--- src/rtl/sys_defs.sv ---
// Shared system definitions used by the multiply functional unit and its
// neighbours in the out-of-order core.
//   XLEN / PR_WIDTH / ROB_WIDTH : architectural and tag widths
//   MULT_FUNC                   : multiply function select
//   FU_COMPLETE_PACKET          : result packet read by the complete stage
//   MULT_STAGE_REG              : one multiplier pipeline stage register
package sys_defs;

    localparam int XLEN      = 32;
    localparam int PR_WIDTH  = 6;
    localparam int ROB_WIDTH = 5;

    typedef enum logic [1:0] {
        MUL    = 2'd0,
        MULH   = 2'd1,
        MULHSU = 2'd2,
        MULHU  = 2'd3
    } MULT_FUNC;

    typedef struct packed {
        logic [XLEN-1:0]      target_pc;
        logic [XLEN-1:0]      dest_value;
        logic [PR_WIDTH-1:0]  dest_pr;
        logic [ROB_WIDTH-1:0] rob_entry;
        logic                 if_take_branch;
    } FU_COMPLETE_PACKET;

    typedef struct packed {
        logic                 valid;
        MULT_FUNC             func;
        logic [PR_WIDTH-1:0]  dest_pr;
        logic [ROB_WIDTH-1:0] rob_entry;
        logic [63:0]          rs1;
        logic [63:0]          rs2;
        logic [63:0]          sum;
    } MULT_STAGE_REG;

endpackage

--- src/rtl/mult_fu_stage.sv ---
// mult_stage: one partial-product stage of the multiply pipeline.
//   clock, reset : rising-edge clock, asynchronous active-high reset
//   advance      : shift enable shared by every stage
//   squash       : kill this stage's valid bit
//   stage_in     : stage register of the previous stage (or the issue slot)
//   stage_out    : this stage's register
// Stage STAGE_IDX adds rs1 * rs2[STAGE_IDX*W +: W] << (STAGE_IDX*W) to the sum.
module mult_stage
    import sys_defs::*;
#(
    parameter int unsigned NUM_STAGE = 4,
    parameter int unsigned STAGE_IDX = 0
) (
    input  logic          clock,
    input  logic          reset,
    input  logic          advance,
    input  logic          squash,
    input  MULT_STAGE_REG stage_in,
    output MULT_STAGE_REG stage_out
);

    localparam int unsigned W     = 64 / NUM_STAGE;
    localparam int unsigned SHIFT = STAGE_IDX * W;

    logic [63:0] partial;

    // Sum is kept modulo 2^64, so the signed/unsigned treatment lives
    // entirely in the operand extension done at issue.
    always_comb begin
        partial = (stage_in.rs1 * 64'(stage_in.rs2[SHIFT +: W])) << SHIFT;
    end

    always_ff @(posedge clock or posedge reset) begin
        if (reset) begin
            stage_out <= '0;
        end else begin
            if (advance) begin
                stage_out     <= stage_in;
                stage_out.sum <= stage_in.sum + partial;
            end
            if (squash) begin
                stage_out.valid <= 1'b0;
            end
        end
    end

endmodule

--- src/rtl/mult_fu.sv ---
// mult_fu: pipelined RISC-V M-extension multiplier functional unit.
//   clock, reset          : rising-edge clock, asynchronous active-high reset
//   issue_valid/ready     : issue handshake
//   issue_func            : MUL / MULH / MULHSU / MULHU
//   rs1_value, rs2_value  : operands
//   dest_pr, rob_entry    : tags carried with the operation
//   squash                : mispredict flush of all in-flight work
//   complete_stall        : complete stage cannot take this FU's result
//   fu_finish             : a result is waiting in the last stage
//   fu_c_out              : completion register read by the complete stage
module mult_fu
    import sys_defs::*;
#(
    parameter int unsigned NUM_STAGE = 4
) (
    input  logic                 clock,
    input  logic                 reset,
    input  logic                 issue_valid,
    input  MULT_FUNC             issue_func,
    input  logic [XLEN-1:0]      rs1_value,
    input  logic [XLEN-1:0]      rs2_value,
    input  logic [PR_WIDTH-1:0]  dest_pr,
    input  logic [ROB_WIDTH-1:0] rob_entry,
    input  logic                 squash,
    input  logic                 complete_stall,
    output logic                 issue_ready,
    output logic                 fu_finish,
    output FU_COMPLETE_PACKET    fu_c_out
);

    MULT_STAGE_REG     stage_d [NUM_STAGE];
    MULT_STAGE_REG     stage_q [NUM_STAGE];
    FU_COMPLETE_PACKET out_q;
    logic              advance;
    logic              rs1_signed;
    logic              rs2_signed;
    logic [XLEN-1:0]   result;

    assign fu_finish   = stage_q[NUM_STAGE-1].valid;
    assign advance     = ~(fu_finish & complete_stall);
    // Reset term keeps the FU from advertising readiness while held in reset.
    assign issue_ready = advance & ~squash & ~reset;
    assign fu_c_out    = out_q;

    always_comb begin
        rs1_signed = (issue_func == MULH) || (issue_func == MULHSU);
        rs2_signed = (issue_func == MULH);

        stage_d[0]           = '0;
        stage_d[0].valid     = issue_valid & issue_ready;
        stage_d[0].func      = issue_func;
        stage_d[0].dest_pr   = dest_pr;
        stage_d[0].rob_entry = rob_entry;
        stage_d[0].rs1       = {{(64-XLEN){rs1_signed & rs1_value[XLEN-1]}}, rs1_value};
        stage_d[0].rs2       = {{(64-XLEN){rs2_signed & rs2_value[XLEN-1]}}, rs2_value};
    end

    for (genvar k = 1; k < NUM_STAGE; k++) begin : g_chain
        assign stage_d[k] = stage_q[k-1];
    end

    for (genvar k = 0; k < NUM_STAGE; k++) begin : g_stage
        mult_stage #(
            .NUM_STAGE (NUM_STAGE),
            .STAGE_IDX (k)
        ) u_stage (
            .clock     (clock),
            .reset     (reset),
            .advance   (advance),
            .squash    (squash),
            .stage_in  (stage_d[k]),
            .stage_out (stage_q[k])
        );
    end

    always_comb begin
        if (stage_q[NUM_STAGE-1].func == MUL) begin
            result = stage_q[NUM_STAGE-1].sum[31:0];
        end else begin
            result = stage_q[NUM_STAGE-1].sum[63:32];
        end
    end

    // Squash wins over a same-cycle acceptance and leaves the register as is.
    always_ff @(posedge clock or posedge reset) begin
        if (reset) begin
            out_q <= '0;
        end else if (fu_finish & ~complete_stall & ~squash) begin
            out_q.target_pc      <= '0;
            out_q.dest_value     <= result;
            out_q.dest_pr        <= stage_q[NUM_STAGE-1].dest_pr;
            out_q.rob_entry      <= stage_q[NUM_STAGE-1].rob_entry;
            out_q.if_take_branch <= 1'b0;
        end
    end

endmodule

--- config.mk ---
export PLATFORM = sky130hd
export DESIGN_NAME = mult_fu
export DESIGN_NICKNAME = d
export VERILOG_FILES = /design/src/rtl/sys_defs.sv /design/src/rtl/mult_fu_stage.sv /design/src/rtl/mult_fu.sv
export SDC_FILE = /design/constraint.sdc
export NUM_CORES = 2
export LEC_CHECK = 0
export BUFFER_PORTS_ARGS = -buffer_cell sky130_fd_sc_hd__buf_2
export CAP_MARGIN = 15
export CORE_AREA = 2 2 337 339
export DETAILED_ROUTE_END_ITERATION = 16
export DIE_AREA = 0 0 339 341
export PLACE_DENSITY = 0.79
export SYNTH_ARGS = -nofsm -noshare
export SYNTH_HDL_FRONTEND = slang
export SYNTH_SLANG_ARGS = --single-unit
export TNS_END_PERCENT = 30
--- constraint.sdc ---
create_clock -name clock -period 14.5 [get_ports clock]
set_input_delay 1.45 -clock clock [delete_from_list [all_inputs] [get_ports clock]]
set_output_delay 1.45 -clock clock [all_outputs]
set_load 0.005 [all_outputs]
; Word level (Yosys, flattened, before mapping)
; Index checks and enable logic that the tools add are counted.
[op_classes]
add_sub_neg = 3
n_mul = 4
n_eq_ne = 3
mux = 9
bitwise_logic = 12
reduce_logical = 2
[op_table]
columns = cell, n
row1 = $mux W206, 4
row2 = $add A64 B64 Y64, 3
row3 = $mul A64 B16 Y16, 1
row4 = $mul A64 B16 Y32, 1
row5 = $mul A33 B17 Y50, 1
row6 = $mul A33 B17 Y48, 1
row7 = $mux W32, 1
row8 = $and A1 B1 Y1, 8
row9 = $mux W1, 4
row10 = $not A1 Y1, 4
row11 = $eq A2 B1 Y1 const B, 1
row12 = $eq A2 B2 Y1 const B, 1
row13 = $logic_not A2 Y1, 1
row14 = $ne A2 B2 Y1 const B, 1
row15 = $logic_or A1 B1 Y1, 1
[totals]
register_bits = 619
input_bits = 82
output_inout_bits = 78
word_cells = 64

; Depth between registers and ports, before layout
[depth]
depth_word = 7
ltp_mapped = 39
mapped_depth_nobuf = 36

; Modules after synthesis
; A second synthesis with hierarchy kept.
[unflattened]
cells_unflattened = 10130
area_unflattened_um2 = 100721.6
[modules_own_cells]
columns = mod, n_inst, cells_each, area_each_um2, seq_area_each_um2
row1 = mult_stage at g_stage[0].u_stage, 1, 3899, 36428.7, 5154.9
row2 = mult_stage at g_stage[1].u_stage, 1, 3030, 29132.9, 5154.9
row3 = mult_stage at g_stage[2].u_stage, 1, 1990, 20566.0, 5154.9
row4 = mult_stage at g_stage[3].u_stage, 1, 1006, 12295.5, 5154.9
row5 = mult_fu, 1, 205, 2298.5, 1076.0

; Worst setup path before layout
; No wires, ideal clock.
[synth_path]
path_kind = input -> register
startpoint = in reset
endpoint = reg g_stage[0].u_stage.stage_out[205] (netlist name)
setup_time_ns = 0.109
arrival_time_ns = 11.195
required_ns = 14.391
slack_ns = 3.196
stages = 3
path_buffers = 0
path_cell_list = inv_1 -> nand3_1 -> a21oi_1
[synth_via]
elab_chain_cells = 5
[synth_lines]
columns = element, line
row1 = "start, declared", mult_fu.sv:17  ; input logic reset,
row2 = $not A1 Y1, mult_fu.sv:42  ; assign issue_ready = advance & ~squash & ~reset;
row3 = $and A1 B1 Y1, mult_fu.sv:42
row4 = $and A1 B1 Y1, mult_fu.sv:50  ; stage_d[0].valid = issue_valid & issue_ready;
row5 = $mux W206, mult_fu_stage.sv:37  ; if (advance) begin
row6 = $mux W1, mult_fu_stage.sv:41  ; if (squash) begin
row7 = "end signal, assigned", mult_fu_stage.sv:38  ; stage_out <= stage_in;
row8 = "end, declared", mult_fu_stage.sv:19  ; output MULT_STAGE_REG stage_out
; No other way between the ends. The select of a mux whose other input is x is not followed.
; A chain may end at the register's enable or synchronous reset.

; Final worst setup path
[layout_path]
startpoint = reg g_stage[0].u_stage.stage_out[82] (netlist name)
endpoint = reg g_stage[1].u_stage.stage_out[63] (netlist name)
[layout_via]
elab_chain_cells = 2
[layout_lines]
columns = element, line
row1 = $mul A33 B17 Y48, mult_fu_stage.sv:30  ; partial = (stage_in.rs1 * 64'(stage_in.rs2[SHIFT +: W])) << SHIFT;
row2 = $add A64 B64 Y64, mult_fu_stage.sv:39  ; stage_out.sum <= stage_in.sum + partial;
row3 = "end signal, assigned", mult_fu_stage.sv:38
row4 = "end, declared", mult_fu_stage.sv:19
; No other way between the ends.

==> out/metrics.cfg <==
[setup_path]
slowest_delay_ns=0.78
crit_top_cell=fa_1
cp.arrival_ns=9.76
crit_family=adder cells
crit_path_end_kind=flip-flop
crit_fanout=19
worstSetupStartpointType=flip-flop
path_class=reg2reg
slowest_stage=dfrtp_1
critPathBufInv=5
worstPathRequired_ns=14.96

[place]
place_hpwl_um=132000
port_buffers=126
finalWeightedCongestion=0.956

[clock_network]
cts_tree=built
path_clk_slew_ns=0.07
cts_buffers=47
ctsResizeCount=0
htree_levels=2
hold_buffers=0
clk_path_buf_depth=3
ctsRootBufferMaster=clkbuf_16
cts_setup_buffers=0
clk_latency_ns=0.63
cts_sinks=441

[timing]
finalHoldViolations=0
worst-slew-pin-transition_ns=1.11
tns_ns=0
min_period_ns=9.31
rsz0062_at_grt=false
fmax_ghz=0.107
finalSetupViolCount=0
slew_headroom_pct=26.0
clock_skew_ns=0.0509
finalMaxSlewViolations=0
period_share_pct=64.2

[detailed_routing]
avgRoutedWirePerCell_um=18.9
drt-initial-drc-count=3622
via_count=49000
ant_nets=0
vias_per_cell=5.49
drc=0
wl_um=169000
first_pass_iters=6

[synth]
synthTopCellsByArea=fa_1 38%, dfrtp_1 17%, nand2_1 9.2%
yosys.cell_count.top_type=nand2_1
synth_top_area_cell=fa_1
postSynthCellCount=7480
yosysTopAreaCellShare_pct=37.9
yosys-top-cells-count=1632 x nand2_1, 1568 x inv_1, 1265 x fa_1, 441 x dfrtp_1, 430 x and2_1
synth-async-reset-ratio_pct=100
syn-cell-area_um2=66800
ys.flop_type=dfrtp_1
synth_edf_count=0
synth_seq_area_share_pct=16.5
yosysUniqueCellTypes=80
ys_seq_elements=441
yosys_warnings=0
avgSynthCellArea_um2=8.93

[global_routing]
grt_pass1_wl_um=278000
grt_max_degree=158
grt_pass1_vias=53000
antenna_found_initial=4
grt_overflow_total=0
grt_usage_pct=30.3

[die]
die_y_um=341
rows=123
die_width_um=339
start_util_pct=59.7
pin_count=160
die_area_um2=116000
core_um2=112000

[finish]
nNetsFinal=9162
n_antenna_cell=0
drive_gt1_share_pct=3.88
synthToLayoutAreaGrowth_pct=4.83

[worst_hold_path]
min_path_type=reg2reg

[job]
maxCapViolations=0

[status]
status=completed

path summary, 6_finish.rpt:
check                                             startpoint                                 to  slack (ns)  cells after the start
setup / recovery            g_stage[0].u_stage.stage_out[82]   g_stage[1].u_stage.stage_out[63]        5.19                     33
hold / removal             g_stage[1].u_stage.stage_out[196]  g_stage[2].u_stage.stage_out[196]        0.46                      2
setup reg to reg            g_stage[0].u_stage.stage_out[82]   g_stage[1].u_stage.stage_out[63]        5.19                     33
hold reg to reg            g_stage[1].u_stage.stage_out[196]  g_stage[2].u_stage.stage_out[196]        0.46                      2
max in group asynchronous                              reset   g_stage[2].u_stage.stage_out[17]       11.76                      3
min in group asynchronous                              reset  g_stage[3].u_stage.stage_out[205]        0.99                      2
through the flow:
stage	cells	setup WS [ns]	cell area [um2]	hold WS [ns]	utilization (%)
floorplan	7512	0.745	66900	0.430	-
global placement	8839	5.41	68300	0.444	61.1
detailed placement	8839	5.36	68300	0.450	61.1
CTS	8926	5.31	70000	0.463	62.6
global route	8926	4.78	70000	0.484	62.6
finish	8926	5.19	70000	0.458	62.6
cells by family (layout without fill, tap and decap cells):
group | after synthesis | after routing | share of synthesized area, %
simple gates | 2434 | 2434 | 15.9
xor+xnor | 254 | 254 | 3.37
fa+ha+maj | 1692 | 1692 | 45.9
compound gates | 709 | 709 | 6.62
mux | 48 | 48 | 0.742
other cells | 1 | 33 | 0.00562
buf+inv | 1901 | 1815 | 10.9
flops | 441 | 441 | 16.5
per-layer routing:
| layer | wire, um | up-vias | track usage, % | part of all wire [%] |
|---|---|---|---|---|
| li1 | - | 22000 | - | - |
| met1 | 67600 | 24700 | 39.9 | 40 |
| met2 | 80900 | 1894 | 50.6 | 48 |
| met3 | 13500 | 447 | 5.56 | 8.0 |
| met4 | 6740 | 6 | 10.9 | 4.0 |
| met5 | 40 | - | 0 | 0.024 |
placed cells by master, fill, tap and decap left out, types with 36 or more instances in the layout:
cell and n:
clkbuf_16 47, buf_2 126, xor2_1 87, nand2_1 1631, and2_1 429, dfrtp_1 441
o21ai_0 135, a21oi_1 277, xnor2_1 165, inv_1 1567, a21o_1 101, ha_1 427
nor2_1 193, fa_1 1265, mux2i_1 36
registers in the layout (all words and copies together) (netlist names):
signal,flops
fu_c_out,43
g_stage.u_stage.stage_out,398
worst min-delay path, delay by kind of cell, from the launching register on:
family,cells,cell delay (ns)
and+or+nand+nor,2,0.10
DFF,1,0.34
layout make-up:
| class | count | area, um2 |
|---|---|---|
| multi-input cells | 5170 | 48600 |
| fillers | 9302 | 41900 |
| flip-flops and latches | 441 | 11000 |
| inverters | 1568 | 5890 |
| well taps | 1500 | 1880 |
| clock buffers | 65 | 1350 |
| repair buffers | 160 | 911 |
| clock inverters | 22 | 305 |
Power is not shown: default switching activity piles up to over one toggle a cycle in this logic, so the estimate is an artifact.
